$ cat src/rtl/ps2_pkg.sv
// Shared types and constants for the PS/2 scancode receiver: frame FSM states,
// prefix bytes, the maze game's movement key codes and the parity helper.
package ps2_pkg;

    typedef enum logic [1:0] {
        IDLE,
        DATA,
        PARITY,
        STOP
    } ps2_state_e;

    localparam logic [7:0] PS2_PREFIX_EXT = 8'hE0;
    localparam logic [7:0] PS2_PREFIX_BRK = 8'hF0;

    localparam logic [7:0] KEY_W = 8'h1D;
    localparam logic [7:0] KEY_S = 8'h1B;
    localparam logic [7:0] KEY_A = 8'h1C;
    localparam logic [7:0] KEY_D = 8'h23;

    // PS/2 uses odd parity over the data byte plus the parity bit.
    function automatic logic odd_parity_ok(input logic [7:0] data, input logic par);
        return ^{data, par};
    endfunction

endpackage

$ cat src/rtl/ps2_scancode_rx_if.sv
// Bundle of the raw PS/2 lines and the decoded key event outputs.
// The receiver takes the slave view; whoever drives the PS/2 lines takes master.
interface ps2_scancode_rx_if;
    logic       kClock;
    logic       kData;
    logic       key_valid;
    logic [7:0] key_code;
    logic       key_release;
    logic       key_extended;
    logic       frame_err;
    logic       busy;

    modport slave (
        input  kClock,
        input  kData,
        output key_valid,
        output key_code,
        output key_release,
        output key_extended,
        output frame_err,
        output busy
    );

    modport master (
        output kClock,
        output kData,
        input  key_valid,
        input  key_code,
        input  key_release,
        input  key_extended,
        input  frame_err,
        input  busy
    );
endinterface

$ cat src/rtl/ps2_line_filter.sv
// Two-flop synchroniser followed by a run-length deglitcher: the output only
// adopts a new level after FILTER_LEN consecutive synchronised samples agree.
module ps2_line_filter #(
    parameter int FILTER_LEN = 4
) (
    input  logic clk,
    input  logic rst,
    input  logic line_in,
    output logic line_out
);

    localparam int CW = 4;

    logic          meta_q;
    logic          sync_q;
    logic          filt_q;
    logic          filt_d;
    logic [CW-1:0] cnt_q;
    logic [CW-1:0] cnt_d;

    // The counter tracks how many samples in a row disagree with the
    // current filtered level; any agreeing sample restarts the run.
    always_comb begin
        filt_d = filt_q;
        cnt_d  = '0;
        if (sync_q != filt_q) begin
            if (cnt_q == CW'(FILTER_LEN - 1)) begin
                filt_d = sync_q;
            end else begin
                cnt_d = cnt_q + CW'(1);
            end
        end
    end

    always_ff @(posedge clk or posedge rst) begin
        if (rst) begin
            meta_q <= 1'b1;
            sync_q <= 1'b1;
            filt_q <= 1'b1;
            cnt_q  <= '0;
        end else begin
            meta_q <= line_in;
            sync_q <= meta_q;
            filt_q <= filt_d;
            cnt_q  <= cnt_d;
        end
    end

    assign line_out = filt_q;

endmodule

$ cat src/rtl/ps2_scancode_rx.sv
// PS/2 keyboard receiver: deglitches kClock/kData, deserialises 11-bit frames,
// folds E0/F0 prefixes into flags and strobes one event per key.
// Optional typematic-repeat suppression is enabled by defining PS2_REPEAT_FILTER_EN.
module ps2_scancode_rx
    import ps2_pkg::*;
#(
    parameter int FILTER_LEN     = 4,
    parameter int TIMEOUT_CYCLES = 50000
) (
    input logic           clk,
    input logic           rst,
    ps2_scancode_rx_if.slave bus
);

    localparam int TW = $clog2(TIMEOUT_CYCLES + 1);

    // Line 0 is kClock, line 1 is kData.
    logic [1:0] raw_lines;
    logic [1:0] filt_lines;

    assign raw_lines = {bus.kData, bus.kClock};

    generate
        for (genvar gi = 0; gi < 2; gi++) begin : g_line
            ps2_line_filter #(
                .FILTER_LEN(FILTER_LEN)
            ) u_filter (
                .clk     (clk),
                .rst     (rst),
                .line_in (raw_lines[gi]),
                .line_out(filt_lines[gi])
            );
        end
    endgenerate

    logic kclk_f;
    logic kdat_f;
    logic kclk_prev_q;
    logic fall;

    assign kclk_f = filt_lines[0];
    assign kdat_f = filt_lines[1];
    assign fall   = kclk_prev_q & ~kclk_f;

    ps2_state_e    state_q, state_d;
    logic [2:0]    bit_cnt_q, bit_cnt_d;
    logic [7:0]    shift_q, shift_d;
    logic          par_q, par_d;
    logic [TW-1:0] to_cnt_q, to_cnt_d;

    logic          pend_e0_q, pend_e0_d;
    logic          pend_f0_q, pend_f0_d;
    logic          key_valid_q, key_valid_d;
    logic [7:0]    key_code_q, key_code_d;
    logic          key_release_q, key_release_d;
    logic          key_extended_q, key_extended_d;
    logic          frame_err_q, frame_err_d;
    logic          busy_q, busy_d;

`ifdef PS2_REPEAT_FILTER_EN
    logic          held_valid_q, held_valid_d;
    logic [8:0]    held_q, held_d;
`endif

    logic frame_done;
    logic frame_good;
    logic timeout;
    logic forward;

    always_comb begin
        state_d    = state_q;
        bit_cnt_d  = bit_cnt_q;
        shift_d    = shift_q;
        par_d      = par_q;
        to_cnt_d   = to_cnt_q;
        frame_done = 1'b0;
        frame_good = 1'b0;
        timeout    = 1'b0;

        // A sampled edge always wins over an expiring watchdog.
        if (state_q == IDLE || fall) begin
            to_cnt_d = '0;
        end else if (to_cnt_q == TW'(TIMEOUT_CYCLES - 1)) begin
            to_cnt_d = '0;
            timeout  = 1'b1;
            state_d  = IDLE;
        end else begin
            to_cnt_d = to_cnt_q + TW'(1);
        end

        if (fall) begin
            case (state_q)
                IDLE: begin
                    if (!kdat_f) begin
                        state_d   = DATA;
                        bit_cnt_d = '0;
                    end
                end
                DATA: begin
                    shift_d   = {kdat_f, shift_q[7:1]};
                    bit_cnt_d = bit_cnt_q + 3'd1;
                    if (bit_cnt_q == 3'd7) begin
                        state_d = PARITY;
                    end
                end
                PARITY: begin
                    par_d   = kdat_f;
                    state_d = STOP;
                end
                STOP: begin
                    state_d    = IDLE;
                    frame_done = 1'b1;
                    frame_good = odd_parity_ok(shift_q, par_q) & kdat_f;
                end
                default: state_d = IDLE;
            endcase
        end

        busy_d = (state_d != IDLE);
    end

    always_comb begin
        key_valid_d    = 1'b0;
        frame_err_d    = 1'b0;
        key_code_d     = key_code_q;
        key_release_d  = key_release_q;
        key_extended_d = key_extended_q;
        pend_e0_d      = pend_e0_q;
        pend_f0_d      = pend_f0_q;
        forward        = 1'b0;
`ifdef PS2_REPEAT_FILTER_EN
        held_valid_d   = held_valid_q;
        held_d         = held_q;
`endif

        if (timeout || (frame_done && !frame_good)) begin
            frame_err_d = 1'b1;
            pend_e0_d   = 1'b0;
            pend_f0_d   = 1'b0;
        end else if (frame_done) begin
            if (shift_q == PS2_PREFIX_EXT) begin
                pend_e0_d = 1'b1;
            end else if (shift_q == PS2_PREFIX_BRK) begin
                pend_f0_d = 1'b1;
            end else begin
                pend_e0_d = 1'b0;
                pend_f0_d = 1'b0;
                forward   = 1'b1;
`ifdef PS2_REPEAT_FILTER_EN
                // Held key tracks the last make so auto-repeat makes are dropped.
                if (!pend_f0_q) begin
                    if (held_valid_q && held_q == {pend_e0_q, shift_q}) begin
                        forward = 1'b0;
                    end else begin
                        held_valid_d = 1'b1;
                        held_d       = {pend_e0_q, shift_q};
                    end
                end else if (held_valid_q && held_q == {pend_e0_q, shift_q}) begin
                    held_valid_d = 1'b0;
                end
`endif
                if (forward) begin
                    key_valid_d    = 1'b1;
                    key_code_d     = shift_q;
                    key_release_d  = pend_f0_q;
                    key_extended_d = pend_e0_q;
                end
            end
        end
    end

    always_ff @(posedge clk or posedge rst) begin
        if (rst) begin
            kclk_prev_q    <= 1'b1;
            state_q        <= IDLE;
            bit_cnt_q      <= '0;
            shift_q        <= '0;
            par_q          <= 1'b0;
            to_cnt_q       <= '0;
            pend_e0_q      <= 1'b0;
            pend_f0_q      <= 1'b0;
            key_valid_q    <= 1'b0;
            key_code_q     <= 8'h00;
            key_release_q  <= 1'b0;
            key_extended_q <= 1'b0;
            frame_err_q    <= 1'b0;
            busy_q         <= 1'b0;
`ifdef PS2_REPEAT_FILTER_EN
            held_valid_q   <= 1'b0;
            held_q         <= '0;
`endif
        end else begin
            kclk_prev_q    <= kclk_f;
            state_q        <= state_d;
            bit_cnt_q      <= bit_cnt_d;
            shift_q        <= shift_d;
            par_q          <= par_d;
            to_cnt_q       <= to_cnt_d;
            pend_e0_q      <= pend_e0_d;
            pend_f0_q      <= pend_f0_d;
            key_valid_q    <= key_valid_d;
            key_code_q     <= key_code_d;
            key_release_q  <= key_release_d;
            key_extended_q <= key_extended_d;
            frame_err_q    <= frame_err_d;
            busy_q         <= busy_d;
`ifdef PS2_REPEAT_FILTER_EN
            held_valid_q   <= held_valid_d;
            held_q         <= held_d;
`endif
        end
    end

    assign bus.key_valid    = key_valid_q;
    assign bus.key_code     = key_code_q;
    assign bus.key_release  = key_release_q;
    assign bus.key_extended = key_extended_q;
    assign bus.frame_err    = frame_err_q;
    assign bus.busy         = busy_q;

endmodule
$ cat src/flat_wrapper.sv
// flat-port wrapper written by rule: the top's interface ports become plain ports
module ps2_scancode_rx_flat import ps2_pkg::*;
#(
    parameter int FILTER_LEN     = 4,
    parameter int TIMEOUT_CYCLES = 50000
)
  (clk, rst, bus_kClock, bus_kData, bus_key_valid, bus_key_code, bus_key_release, bus_key_extended, bus_frame_err, bus_busy);
  ps2_scancode_rx_if bus_i ();
  input logic clk;
  input logic rst;
  input wire logic [$bits(bus_i.kClock)-1:0] bus_kClock;
  input wire logic [$bits(bus_i.kData)-1:0] bus_kData;
  output wire logic [$bits(bus_i.key_valid)-1:0] bus_key_valid;
  output wire logic [$bits(bus_i.key_code)-1:0] bus_key_code;
  output wire logic [$bits(bus_i.key_release)-1:0] bus_key_release;
  output wire logic [$bits(bus_i.key_extended)-1:0] bus_key_extended;
  output wire logic [$bits(bus_i.frame_err)-1:0] bus_frame_err;
  output wire logic [$bits(bus_i.busy)-1:0] bus_busy;
  assign bus_i.kClock = bus_kClock;
  assign bus_i.kData = bus_kData;
  assign bus_key_valid = bus_i.key_valid;
  assign bus_key_code = bus_i.key_code;
  assign bus_key_release = bus_i.key_release;
  assign bus_key_extended = bus_i.key_extended;
  assign bus_frame_err = bus_i.frame_err;
  assign bus_busy = bus_i.busy;
  ps2_scancode_rx #(.FILTER_LEN(FILTER_LEN), .TIMEOUT_CYCLES(TIMEOUT_CYCLES)) u_core (.clk(clk), .rst(rst), .bus(bus_i));
endmodule
$ cat config.mk
export PLATFORM = sky130hd
export DESIGN_NAME = ps2_scancode_rx_flat
export DESIGN_NICKNAME = d
export VERILOG_FILES = /design/src/rtl/ps2_pkg.sv /design/src/rtl/ps2_scancode_rx_if.sv /design/src/rtl/ps2_line_filter.sv /design/src/rtl/ps2_scancode_rx.sv /design/src/flat_wrapper.sv
export SDC_FILE = /design/constraint.sdc
export NUM_CORES = 1
export LEC_CHECK = 0
export ABC_CLOCK_PERIOD_IN_PS = 2960
export CELL_PAD_IN_SITES_DETAIL_PLACEMENT = 0
export CELL_PAD_IN_SITES_GLOBAL_PLACEMENT = 1
export CORE_MARGIN = 8
export CORE_UTILIZATION = 47
export DETAILED_ROUTE_END_ITERATION = 6
export PLACE_DENSITY = 0.89
export SLEW_MARGIN = 10
export SYNTH_ARGS = -nofsm -noshare
export SYNTH_HDL_FRONTEND = slang
export SYNTH_SLANG_ARGS = --single-unit
export TNS_END_PERCENT = 5
$ cat constraint.sdc
create_clock -name clk -period 2.96 [get_ports clk]
set_input_delay 0.888 -clock clk [delete_from_list [all_inputs] [get_ports clk]]
set_output_delay 0.888 -clock clk [all_outputs]
set_load 0.02 [all_outputs]
==> impl_metrics.csv <==
group,metric,value,unit
final_layout,layout_commonest_cell,"dfrtp_1",
sta,skew,9.80,ps
routing,ant_nets,0,
logic_synthesis,synth_nets,242,
clocking,path_clk_slew,70,ps
clocking,htreeDepth,3,
routing,vias,1762,
logic_synthesis,yosysSeqAreaShare,55.5,%
clocking,cts_tree,"done",
routing,drc,0,
floorplanning,dieArea,8480,um2
routing,via_per_inst,5.31,
logic_synthesis,synth-seq-cells,60,
place,dp_hpwl,3.33,mm
sta,period_share,77.4,%
clocking,clk_latency,340,ps
routing,drtIter0Drc,104,
logic_synthesis,synth_cells,233,
floorplanning,io_pins,17,
place,io_buffer_count,16,
routing,top_layer,"met4",
routing,wl_met1,2.25,mm
final_layout,final_util,56.9,%
final_layout,syn_to_final_growth,15.7,%
clocking,holdBufCountCts,0,
grt,grt_pass1_vias,1812,
setup_path,critical_path_class,"reg2reg",
grt,grt-ovfl-total,0,
floorplanning,num_rows,27,
grt,antenna_found_initial,0,
routing,route.met3.wl,200,um
final_layout,nNetsFinal,264,
clocking,cts_made_buffers,9,
sta,drv_slew,0,
clocking,cts_resized,0,
routing,wl,4.80,mm
logic_synthesis,yosys_warnings,0,
final_layout,regArea,1510,um2
setup_path,crit_buf_inv,0,
status,outcome,"finished clean",
sta,worstMarginPinSlew,577,ps
setup_path,cp_top_family,"simple AND/OR/NAND/NOR gates",
setup_path,cp_slowest_cell,"or4_4",
floorplanning,initial_core_util,49.1,%
final_layout,final_cell_mix,"dfrtp_1 (53), nor2_1 (25), mux2_2 (20)",
clocking,postCtsSetupBuffers,0,
grt,grt_first_pass_wirelength,8.46,mm
setup_path,crit_fanout,16,
power,ir_worst_vdd,462,uV
floorplanning,dieWidth,92.1,um
routing,wl_met2,2.24,mm
logic_synthesis,avgSynthCellArea,11.7,um2
setup_path,crit_chain,"or4_1 > or4_4 > nand2b_1 > nor2_1",
clocking,cts_sinks,60,
job,cap_violations,0,
logic_synthesis,syn_area,2720,um2
floorplanning,coreArea,5540,um2
worst_hold_path,hold_class,"reg2reg",
grt,grt_max_degree,28,
setup_path,arrival,2490,ps
sta,timing_hold_violations_final,0,
place,place.gp.congestion,0.777,
sta,finalSetupTns,0,ps
clocking,clockRootBuffer,"clkbuf_8",
final_layout,multi_input_area,1130,um2
sta,setup_violations,0,
routing,wire_per_inst,14.4,um
setup_path,cp.required,3160,ps
sta,relSlewSlack,61.5,%
clocking,clockBufferDepth,2,
final_layout,antennaDiodeCount,0,
final_layout,fillers,469,
setup_path,end_kind,"flip-flop",
sta,max_freq,437,MHz
setup_path,cpPeakStageDelay,590,ps
setup_path,cp-start-kind,"flip-flop",
grt,grt_usage,12.6,%
sta,min_period,2290,ps
floorplanning,die_y,92.1,um
logic_synthesis,ys_types,41,
sta,rsz0062_at_grt,"no",
routing,dr.pass1.iters,4,
power,p_per_area,765,nW/um2
final_layout,drive_gt1_share,18.8,%
power,p_leak,1.35,nW
## per-layer routing
layer	global-route usage, %	vias up
met5	0	-
met2	19.5	30
li1	-	867
met4	7.38	0
met1	14.6	854
met3	4.73	11
## sequential cells by signal (all words and copies together) (netlist names), 2 cells and up
register	flops
u_core.g_line.u_filter.sync_q	2
u_core.bit_cnt_q	3
u_core.bus.key_code	8
u_core.to_cnt_q	16
u_core.g_line.u_filter.cnt_q	8
u_core.shift_q	8
u_core.g_line.u_filter.line_out	2
u_core.state_q	2
u_core.g_line.u_filter.meta_q	2
## area by class of cell
type / instances / area share, %
sequential: 60 / 47.9
multi-input combinational: 156 / 35.9
timing repair buffer: 19 / 5.80
clock buffer: 10 / 4.37
tap: 72 / 2.86
clock inverter: 6 / 2.03
inverter: 9 / 1.07
## synth_stat cells
library cell / count / area share, %
xnor2_1: 16 / 5.1
xor2_1: 5 / 1.6
nand4_1: 4 / 0.92
nand4bb_1: 2 / 0.83
nand3b_1: 2 / 0.55
or4_1: 2 / 0.55
nor3b_1: 2 / 0.55
nor4_1: 7 / 1.6
buf_6: 1 / 0.41
nor2_1: 25 / 3.4
buf_4: 2 / 0.55
dfstp_2: 7 / 6.8
or3b_2: 1 / 0.32
nand4b_1: 2 / 0.64
nor2b_1: 3 / 0.69
or3_1: 2 / 0.46
or4_4: 1 / 0.41
ha_1: 5 / 2.3
nand3_1: 7 / 1.3
a21o_1: 2 / 0.55
a221oi_1: 1 / 0.32
a22o_1: 3 / 0.97
and2_1: 2 / 0.46
o21a_1: 1 / 0.28
and4b_1: 1 / 0.37
inv_1: 9 / 1.2
nand2_1: 9 / 1.2
a21oi_1: 4 / 0.74
mux2_2: 20 / 8.3
o21ai_0: 12 / 2.2
o32ai_1: 1 / 0.32
xor3_1: 1 / 0.87
nand2b_1: 3 / 0.69
xnor3_1: 1 / 0.83
buf_2: 1 / 0.18
mux2i_1: 1 / 0.37
nor3_1: 6 / 1.1
clkbuf_1: 4 / 0.55
dfrtp_1: 53 / 49
o32a_1: 1 / 0.37
o2111ai_1: 1 / 0.32
## per-stage QoR
step | cells | hold slack [ps] | total power [mW] | area (um2) | worst slack, ps
6_report | 332 | 357 | 2.41 | 3150 | 670
5_1_grt | 332 | 360 | 2.55 | 3150 | 525
4_1_cts | 332 | 360 | 2.43 | 3150 | 658
3_5_place_dp | 316 | 347 | 1.69 | 2950 | 675
3_3_place_gp | 316 | 348 | 1.67 | 2950 | 722
2_1_floorplan | 233 | 345 | 1.57 | 2720 | 599
## path summary, 6_finish.rpt
| check | startpoint | end | slack [ps] | depth (start not counted) |
|---|---|---|---|---|
| max | u_core.to_cnt_q[7]$_DFF_PP0_ | u_core.to_cnt_q[7]$_DFF_PP0_ | 670 | 4 |
| min | u_core.g_line[0].u_filter.meta_q$_DFF_PP1_ | u_core.g_line[0].u_filter.sync_q$_DFF_PP1_ | 360 | 0 |
| max reg2reg | u_core.to_cnt_q[7]$_DFF_PP0_ | u_core.to_cnt_q[7]$_DFF_PP0_ | 670 | 4 |
| min reg2reg | u_core.g_line[0].u_filter.meta_q$_DFF_PP1_ | u_core.g_line[0].u_filter.sync_q$_DFF_PP1_ | 360 | 0 |
| max in group asynchronous | rst | u_core.to_cnt_q[2]$_DFF_PP0_ | 1360 | 3 |
| min in group asynchronous | rst | u_core.g_line[0].u_filter.cnt_q[0]$_DFF_PP0_ | 870 | 2 |
## power by group
part           leakage (nW)  switching, mW  internal [mW]  total (mW)
Sequential            0.799          0.134          0.958        1.09
Combinational         0.454          0.305          0.275       0.580
Clock                0.0983          0.329          0.409       0.738
Total                  1.35          0.769           1.64        2.41
## cell families after synthesis
kind of cell             after synthesis  share of synthesized area, %
AO/OA/AOI/OAI                         26                          6.07
adder cells (fa/ha/maj)                5                          2.30
multiplexers                          21                          8.64
flip-flops                            60                          55.5
AND/OR/NAND/NOR                       81                          16.1
XOR/XNOR                              23                          8.46
buffers and inverters                 17                          2.94
No activity file was read; power rests on OpenSTA's default activity.
